### src/rtl/dcache_pkg.sv
// dcache_pkg: shared FSM encodings and address helpers
// for the direct-mapped write-back data cache.
package dcache_pkg;

    localparam logic [1:0] ST_IDLE       = 2'd0;
    localparam logic [1:0] ST_COMPARE    = 2'd1;
    localparam logic [1:0] ST_WRITE_BACK = 2'd2;
    localparam logic [1:0] ST_ALLOCATE   = 2'd3;

    function automatic int off_w(input int line_words);
        return $clog2(line_words) + 2;
    endfunction

    function automatic int idx_w(input int num_lines);
        return $clog2(num_lines);
    endfunction

    function automatic int tag_w(input int line_words, input int num_lines);
        return 32 - idx_w(num_lines) - off_w(line_words);
    endfunction

    function automatic logic [31:0] line_addr(
        input logic [31:0] a,
        input int          offw
    );
        return a & ~((32'h1 << offw) - 32'h1);
    endfunction

endpackage

### src/rtl/dcache_line_array.sv
// dcache_line_array: per-line tag, valid, dirty and data registers.
// Combinational read by index, one full-line write per clock.
module dcache_line_array
    import dcache_pkg::*;
#(
    parameter int LINE_WORDS = 4,
    parameter int NUM_LINES  = 16,
    localparam int IDX_W     = idx_w(NUM_LINES),
    localparam int TAG_W     = tag_w(LINE_WORDS, NUM_LINES),
    localparam int LINE_BITS = 32 * LINE_WORDS
) (
    input  logic                 clk,
    input  logic                 reset,
    input  logic [IDX_W-1:0]     idx,
    output logic                 rd_valid,
    output logic                 rd_dirty,
    output logic [TAG_W-1:0]     rd_tag,
    output logic [LINE_BITS-1:0] rd_data,
    input  logic                 wr_en,
    input  logic                 wr_dirty,
    input  logic [TAG_W-1:0]     wr_tag,
    input  logic [LINE_BITS-1:0] wr_data
);

    logic [NUM_LINES-1:0] valid_q;
    logic [NUM_LINES-1:0] dirty_q;
    logic [TAG_W-1:0]     tag_q  [NUM_LINES];
    logic [LINE_BITS-1:0] data_q [NUM_LINES];

    assign rd_valid = valid_q[idx];
    assign rd_dirty = dirty_q[idx];
    assign rd_tag   = tag_q[idx];
    assign rd_data  = data_q[idx];

    // Every write leaves the line valid; only the dirty bit varies.
    always_ff @(posedge clk or posedge reset) begin
        if (reset) begin
            valid_q <= '0;
            dirty_q <= '0;
        end else if (wr_en) begin
            valid_q[idx] <= 1'b1;
            dirty_q[idx] <= wr_dirty;
        end
    end

    always_ff @(posedge clk) begin
        if (wr_en) begin
            tag_q[idx]  <= wr_tag;
            data_q[idx] <= wr_data;
        end
    end

endmodule

### src/rtl/dcache_direct_mapped.sv
// dcache_direct_mapped: direct-mapped write-back, write-allocate cache.
// Define DCACHE_STATS_EN to add hit_count / miss_count outputs.
module dcache_direct_mapped
    import dcache_pkg::*;
#(
    parameter int LINE_WORDS = 4,
    parameter int NUM_LINES  = 16,
    localparam int OFF_W     = off_w(LINE_WORDS),
    localparam int IDX_W     = idx_w(NUM_LINES),
    localparam int TAG_W     = tag_w(LINE_WORDS, NUM_LINES),
    localparam int LINE_BITS = 32 * LINE_WORDS,
    localparam int WORD_W    = OFF_W - 2
) (
    input  logic                 clk,
    input  logic                 reset,
    input  logic                 is_input_valid,
    input  logic [31:0]          addr,
    input  logic                 mem_rw,
    input  logic [31:0]          din,
    output logic                 is_ready,
    output logic                 is_output_valid,
    output logic [31:0]          dout,
    output logic                 is_hit,
    output logic                 mem_req_valid,
    output logic                 mem_req_write,
    output logic [31:0]          mem_req_addr,
    output logic [LINE_BITS-1:0] mem_req_data,
    input  logic                 mem_req_ready,
    input  logic                 mem_resp_valid,
    input  logic [LINE_BITS-1:0] mem_resp_data
`ifdef DCACHE_STATS_EN
    ,
    output logic [31:0]          hit_count,
    output logic [31:0]          miss_count
`endif
);

    logic [1:0]  state;
    logic [31:0] req_addr;
    logic [31:0] req_din;
    logic        req_rw;
    logic        missed;
    logic        req_sent;

    logic [TAG_W-1:0]  req_tag;
    logic [IDX_W-1:0]  req_idx;
    logic [WORD_W-1:0] req_word;

    assign req_tag  = req_addr[31 -: TAG_W];
    assign req_idx  = req_addr[OFF_W +: IDX_W];
    assign req_word = req_addr[2 +: WORD_W];

    logic                 rd_valid;
    logic                 rd_dirty;
    logic [TAG_W-1:0]     rd_tag;
    logic [LINE_BITS-1:0] rd_data;
    logic                 wr_en;
    logic                 wr_dirty;
    logic [TAG_W-1:0]     wr_tag;
    logic [LINE_BITS-1:0] wr_data;

    dcache_line_array #(
        .LINE_WORDS(LINE_WORDS),
        .NUM_LINES (NUM_LINES)
    ) u_lines (
        .clk     (clk),
        .reset   (reset),
        .idx     (req_idx),
        .rd_valid(rd_valid),
        .rd_dirty(rd_dirty),
        .rd_tag  (rd_tag),
        .rd_data (rd_data),
        .wr_en   (wr_en),
        .wr_dirty(wr_dirty),
        .wr_tag  (wr_tag),
        .wr_data (wr_data)
    );

    logic                 hit;
    logic                 accept;
    logic                 in_mem;
    logic                 req_fire;
    logic                 resp_take;
    logic [31:0]          rd_word;
    logic [LINE_BITS-1:0] merged;

    assign hit      = (state == ST_COMPARE) && rd_valid
                      && (rd_tag == req_tag);
    assign accept   = is_input_valid && is_ready;
    assign in_mem   = (state == ST_WRITE_BACK)
                      || (state == ST_ALLOCATE);
    assign req_fire = mem_req_valid && mem_req_ready;
    // A response only counts once its request has been (or is being) taken.
    assign resp_take = in_mem && mem_resp_valid
                       && (req_sent || req_fire);

    always_comb begin
        rd_word = '0;
        merged  = rd_data;
        for (int w = 0; w < LINE_WORDS; w++) begin
            if (w == int'(req_word)) begin
                rd_word             = rd_data[w*32 +: 32];
                merged[w*32 +: 32]  = req_din;
            end
        end
    end

    assign is_ready        = (state == ST_IDLE);
    assign is_output_valid = hit;
    assign is_hit          = hit && !missed;
    assign dout            = (hit && !req_rw) ? rd_word : 32'h0;

    assign mem_req_valid = in_mem && !req_sent;
    assign mem_req_write = mem_req_valid
                           && (state == ST_WRITE_BACK);

    always_comb begin
        mem_req_addr = 32'h0;
        mem_req_data = '0;
        if (mem_req_valid) begin
            if (state == ST_WRITE_BACK) begin
                mem_req_addr = {rd_tag, req_idx, {OFF_W{1'b0}}};
                mem_req_data = rd_data;
            end else begin
                mem_req_addr = line_addr(req_addr, OFF_W);
            end
        end
    end

    always_comb begin
        wr_en    = 1'b0;
        wr_dirty = 1'b0;
        wr_tag   = rd_tag;
        wr_data  = rd_data;
        case (state)
            ST_COMPARE: begin
                if (hit && req_rw) begin
                    wr_en    = 1'b1;
                    wr_dirty = 1'b1;
                    wr_data  = merged;
                end
            end
            ST_WRITE_BACK: begin
                wr_en = resp_take;
            end
            ST_ALLOCATE: begin
                wr_en   = resp_take;
                wr_tag  = req_tag;
                wr_data = mem_resp_data;
            end
            default: begin
                wr_en = 1'b0;
            end
        endcase
    end

    always_ff @(posedge clk or posedge reset) begin
        if (reset) begin
            state    <= ST_IDLE;
            req_addr <= 32'h0;
            req_din  <= 32'h0;
            req_rw   <= 1'b0;
            missed   <= 1'b0;
            req_sent <= 1'b0;
        end else begin
            case (state)
                ST_IDLE: begin
                    if (accept) begin
                        req_addr <= addr;
                        req_din  <= din;
                        req_rw   <= mem_rw;
                        missed   <= 1'b0;
                        state    <= ST_COMPARE;
                    end
                end
                ST_COMPARE: begin
                    if (hit) begin
                        state <= ST_IDLE;
                    end else begin
                        missed <= 1'b1;
                        state  <= (rd_valid && rd_dirty)
                                  ? ST_WRITE_BACK : ST_ALLOCATE;
                    end
                end
                ST_WRITE_BACK: begin
                    if (req_fire) req_sent <= 1'b1;
                    if (resp_take) begin
                        req_sent <= 1'b0;
                        state    <= ST_ALLOCATE;
                    end
                end
                ST_ALLOCATE: begin
                    if (req_fire) req_sent <= 1'b1;
                    if (resp_take) begin
                        req_sent <= 1'b0;
                        state    <= ST_COMPARE;
                    end
                end
                default: state <= ST_IDLE;
            endcase
        end
    end

`ifdef DCACHE_STATS_EN
    always_ff @(posedge clk or posedge reset) begin
        if (reset) begin
            hit_count  <= 32'h0;
            miss_count <= 32'h0;
        end else if (is_output_valid) begin
            if (is_hit) hit_count  <= hit_count + 32'h1;
            else        miss_count <= miss_count + 32'h1;
        end
    end
`endif

endmodule

### config.mk
export PLATFORM = sky130hd
export DESIGN_NAME = dcache_direct_mapped
export DESIGN_NICKNAME = d
export VERILOG_FILES = /design/src/rtl/dcache_pkg.sv /design/src/rtl/dcache_line_array.sv /design/src/rtl/dcache_direct_mapped.sv
export SDC_FILE = /design/constraint.sdc
export NUM_CORES = 2
export LEC_CHECK = 0
export BUFFER_PORTS_ARGS = -buffer_cell sky130_fd_sc_hd__buf_2
export CORE_UTILIZATION = 58
export CTS_BUF_LIST = sky130_fd_sc_hd__clkbuf_8
export CTS_CLUSTER_DIAMETER = 120
export DETAILED_ROUTE_END_ITERATION = 6
export PLACE_DENSITY = 0.78
export RECOVER_POWER = 100
export SLEW_MARGIN = 20
export SYNTH_ARGS = -nofsm -noshare
export SYNTH_HDL_FRONTEND = slang
export SYNTH_SLANG_ARGS = --single-unit
### constraint.sdc
create_clock -name clk -period 25.4 [get_ports clk]
set_input_delay 1.27 -clock clk [delete_from_list [all_inputs] [get_ports clk]]
set_output_delay 1.27 -clock clk [all_outputs]
set_load 0.1 [all_outputs]
==> flow_summary.json <==
{
  "postSynthCellCount": 5011,
  "switching_share": 0.3917,
  "final_antenna_net_count": 0,
  "placed_cells_incl_taps": 7475,
  "tightest_slew_ns": 4.214,
  "finalCritPeriodShare": 0.6600,
  "stdcell_area_mm2": 0.1153,
  "cp-start-kind": "flop",
  "hold_class": "in -> async",
  "yosys_warnings": 0,
  "final_layout_size_suffix_gt1_frac": 0.2882,
  "comb_power_share": 0.409,
  "setup_tns_ns": 0,
  "viasPerCell": 7.144,
  "clk_latency_ns": 1.12,
  "power_density_mw_per_mm2": 142.9,
  "rsz0062_at_grt": "no",
  "ir_worst_vdd_v": 0.00009717,
  "antenna_found_initial": 54,
  "grt_usage": 0.3388,
  "synthFlopType": "edfxtp_1",
  "clkSlewWorstSetupHoldPaths_ns": 0.06,
  "wl_per_cell_um": 37.20,
  "remaining_drc_errors": 0,
  "fillers": 11240,
  "clockPowerShare": 0.196,
  "multi_input_area_mm2": 0.02670,
  "drt_iter0_markers": 9686,
  "cts_resized": 0,
  "gp_congestion": 0.9623,
  "hpwl_um": 172100,
  "synth_seq_cells": 2531,
  "syn_avg_cell_area_um2": 20.72,
  "htreeDepth": 5,
  "violations": "max-capacitance violations, max-slew violations",
  "p_total_mw": 16.47,
  "wl_um": 305600,
  "synth-edff-count": 2432,
  "port_buffers": 388,
  "slew_viol_final": 1171,
  "grt_pass1_wl_um": 425000,
  "maxCapViolCount": 33,
  "cts-root-buf": "clkbuf_8",
  "grt-ovfl-total": 0,
  "numCtsBuffers": 402,
  "fin_skew_ns": 0.1418,
  "die_area_mm2": 0.1807,
  "p_int_mw": 10.02,
  "hold_violations": 0,
  "fmax_mhz": 59.65,
  "ios": 395,
  "grt_pass1_vias": 57550,
  "syn_area_mm2": 0.1038,
  "synth_area_leaders": "edfxtp_1 (70%), mux4_2 (17%), dfrtp_1 (2.4%)",
  "fin_ws_ns": 8.636,
  "cts_tree": "yes",
  "grt_max_degree": 135,
  "synth_cell_types": 72,
  "area_growth_pct": 11.06,
  "status": "finished, violations left",
  "regArea_mm2": 0.07552,
  "p_leak_nw": 37.05,
  "worst_ep_required_time_ns": 24.13,
  "cp.arrival_ns": 15.49,
  "place_worst_setup_slack_ns": 16.49,
  "cts.sink_count": 2531,
  "stdcell_count": 8216,
  "fin_crit_ns": 16.76,
  "rows": 154,
  "start_util": 0.5869,
  "dpl_cell_area_mm2": 0.1084,
  "relSlewSlack": -1.809,
  "synth_top_area_frac": 0.7035,
  "path_class": "reg -> out",
  "synth_largest_area_cell": "edfxtp_1",
  "firstDrtPassIters": 6,
  "seqPwrFrac": 0.394,
  "fp.dieW_um": 425.1,
  "vias": 58700,
  "yosysSeqAreaShare": 0.7274,
  "nNetsFinal": 5741,
  "setup_viol": 0,
  "core_area_mm2": 0.1769,
  "hold_buffers": 0,
  "cp_max_fo": 69,
  "p_sw_mw": 6.452,
  "cp-end-kind": "output port",
  "cts_buffer_depth": 4,
  "post-cts-setup-buffers": 0,
  "async_flop_share": 0.03911,
  "die_y_um": 425.1
}
-- power by group through the flow --
stage / Combinational (mW) / Sequential [mW] / Clock, mW
final: 6.74 / 6.49 / 3.23
after global routing: 6.91 / 6.51 / 3.43
after CTS: 6.54 / 6.48 / 3.25
after detailed placement: 6.53 / 6.56 / 0
after global placement: 6.33 / 6.54 / 0
after floorplan: 4.33 / 6.49 / 0
-- path summary, 6_finish.rpt --
kind                               startpoint                 endpoint  slack (ns)  cells past startpoint
setup / recovery                  req_addr[7]                 dout[28]        8.64                     11
hold / removal                          reset              req_addr[9]        0.31                      2
setup reg to reg                  req_addr[7]  u_lines.data_q[12][108]        8.69                     12
hold reg to reg            u_lines.valid_q[9]       u_lines.valid_q[9]        0.47                      2
max in group asynchronous               reset      u_lines.valid_q[10]       21.30                      3
min in group clk                      din[21]              req_din[21]        0.41                      2
-- state kept, by name, indices dropped and copies added (netlist names) --
register,flops
u_lines.data_q,2048
u_lines.tag_q,384
req_din,32
req_addr,30
u_lines.dirty_q,16
u_lines.valid_q,16
state,2
missed,1
req_rw,1
req_sent,1
-- logic make-up (layout without fill, tap and decap cells) --
family | after synthesis | after routing | share of synthesized area
flip-flops | 2531 | 2531 | 0.7274
multiplexers | 942 | 942 | 0.1840
AND/OR/NAND/NOR | 683 | 683 | 0.03891
AO/OA/AOI/OAI | 420 | 420 | 0.03092
buffers and inverters | 411 | 1234 | 0.01668
XOR/XNOR | 19 | 19 | 0.001603
adder cells (fa/ha/maj) | 4 | 4 | 0.0004821
other | 1 | 43 | 0.00003612
-- synth_stat cells, drive strengths merged, types with 2 or more instances --
master / instances
edfxtp: 2432
mux4: 763
clkbuf: 223
and2: 168
nand3: 154
buf: 150
a22oi: 144
nand4: 131
o311ai: 128
dfrtp: 99
mux2: 91
mux2i: 88
nand2: 73
nor2: 56
o21ai: 56
nor2b: 44
inv: 38
o211ai: 15
a21oi: 13
xnor2: 13
nand2b: 12
nor3: 12
nor4: 10
a211oi: 9
a22o: 8
or4: 7
and3: 6
o22ai: 6
xor2: 6
a221oi: 4
a31oi: 4
ha: 4
o2111ai: 4
o21a: 4
nand3b: 3
o221ai: 3
a2111oi: 2
a221o: 2
a31o: 2
o311a: 2
o32ai: 2
or2: 2
or3: 2
-- cell usage in the layout (no fill, tap or decap), types with 9 or more instances in the layout --
cell type     n
buf_4        63
a21oi_1      13
mux2i_1      87
mux2_1       15
nand3_1     153
nor2b_1      14
clkbuf_1    213
o311ai_0    128
and2_1      168
clkbuf_8    423
buf_12       14
edfxtp_1   2432
nand2b_1     12
nor2b_4      30
mux2_2       76
diode_2      39
dfrtp_1      94
nand2_1      73
a22oi_1     144
xnor2_1      13
clkinv_2     47
bufinv_16    13
inv_1       158
o21ai_0      52
buf_2       204
a211oi_1      9
nand4_1     131
mux4_2      763
nor2_1       55
nor3_1       10
clkinv_1     83
o211ai_1     15
-- worst max-delay path, cell delays in order, from the launching register on --
cell        delay, ns
dfrtp_4          0.39
clkbuf_1         2.95
clkinvlp_2       5.39
mux4_2           1.32
o22ai_1          0.11
a2111oi_2        0.57
o22ai_2          0.47
or4_1            0.87
or3_4            0.50
buf_4            0.42
nor2b_4          0.22
clkbuf_1         1.08
-- per-stage QoR --
step             util  hold WS, ns
4_1_cts        0.6542       0.1031
3_3_place_gp   0.6128       0.4600
2_1_floorplan       -       0.4383
3_5_place_dp   0.6128       0.4551
6_report       0.6518       0.3075
5_1_grt        0.6515       0.3423
-- final cells by class --
cell class | instances | share of cell area
Tap cell | 2340 | 0.02539
Antenna cell | 39 | 0.0008465
Clock inverter | 279 | 0.01303
Sequential cell | 2531 | 0.6550
Clock buffer | 423 | 0.05050
Inverter | 38 | 0.001259
Multi-Input combinational cell | 2072 | 0.2316
Timing Repair Buffer | 494 | 0.02232
-- routing by layer --
metal	global-route usage	share of wire	wire, µm	vias to the layer above
li1	-	-	-	22440
met1	0.4353	0.33	100600	30040
met2	0.5067	0.46	140400	5120
met3	0.09461	0.13	39790	1082
met4	0.2333	0.081	24710	14
met5	0	0.00033	101	-
No activity file was read; power rests on OpenSTA's default activity.
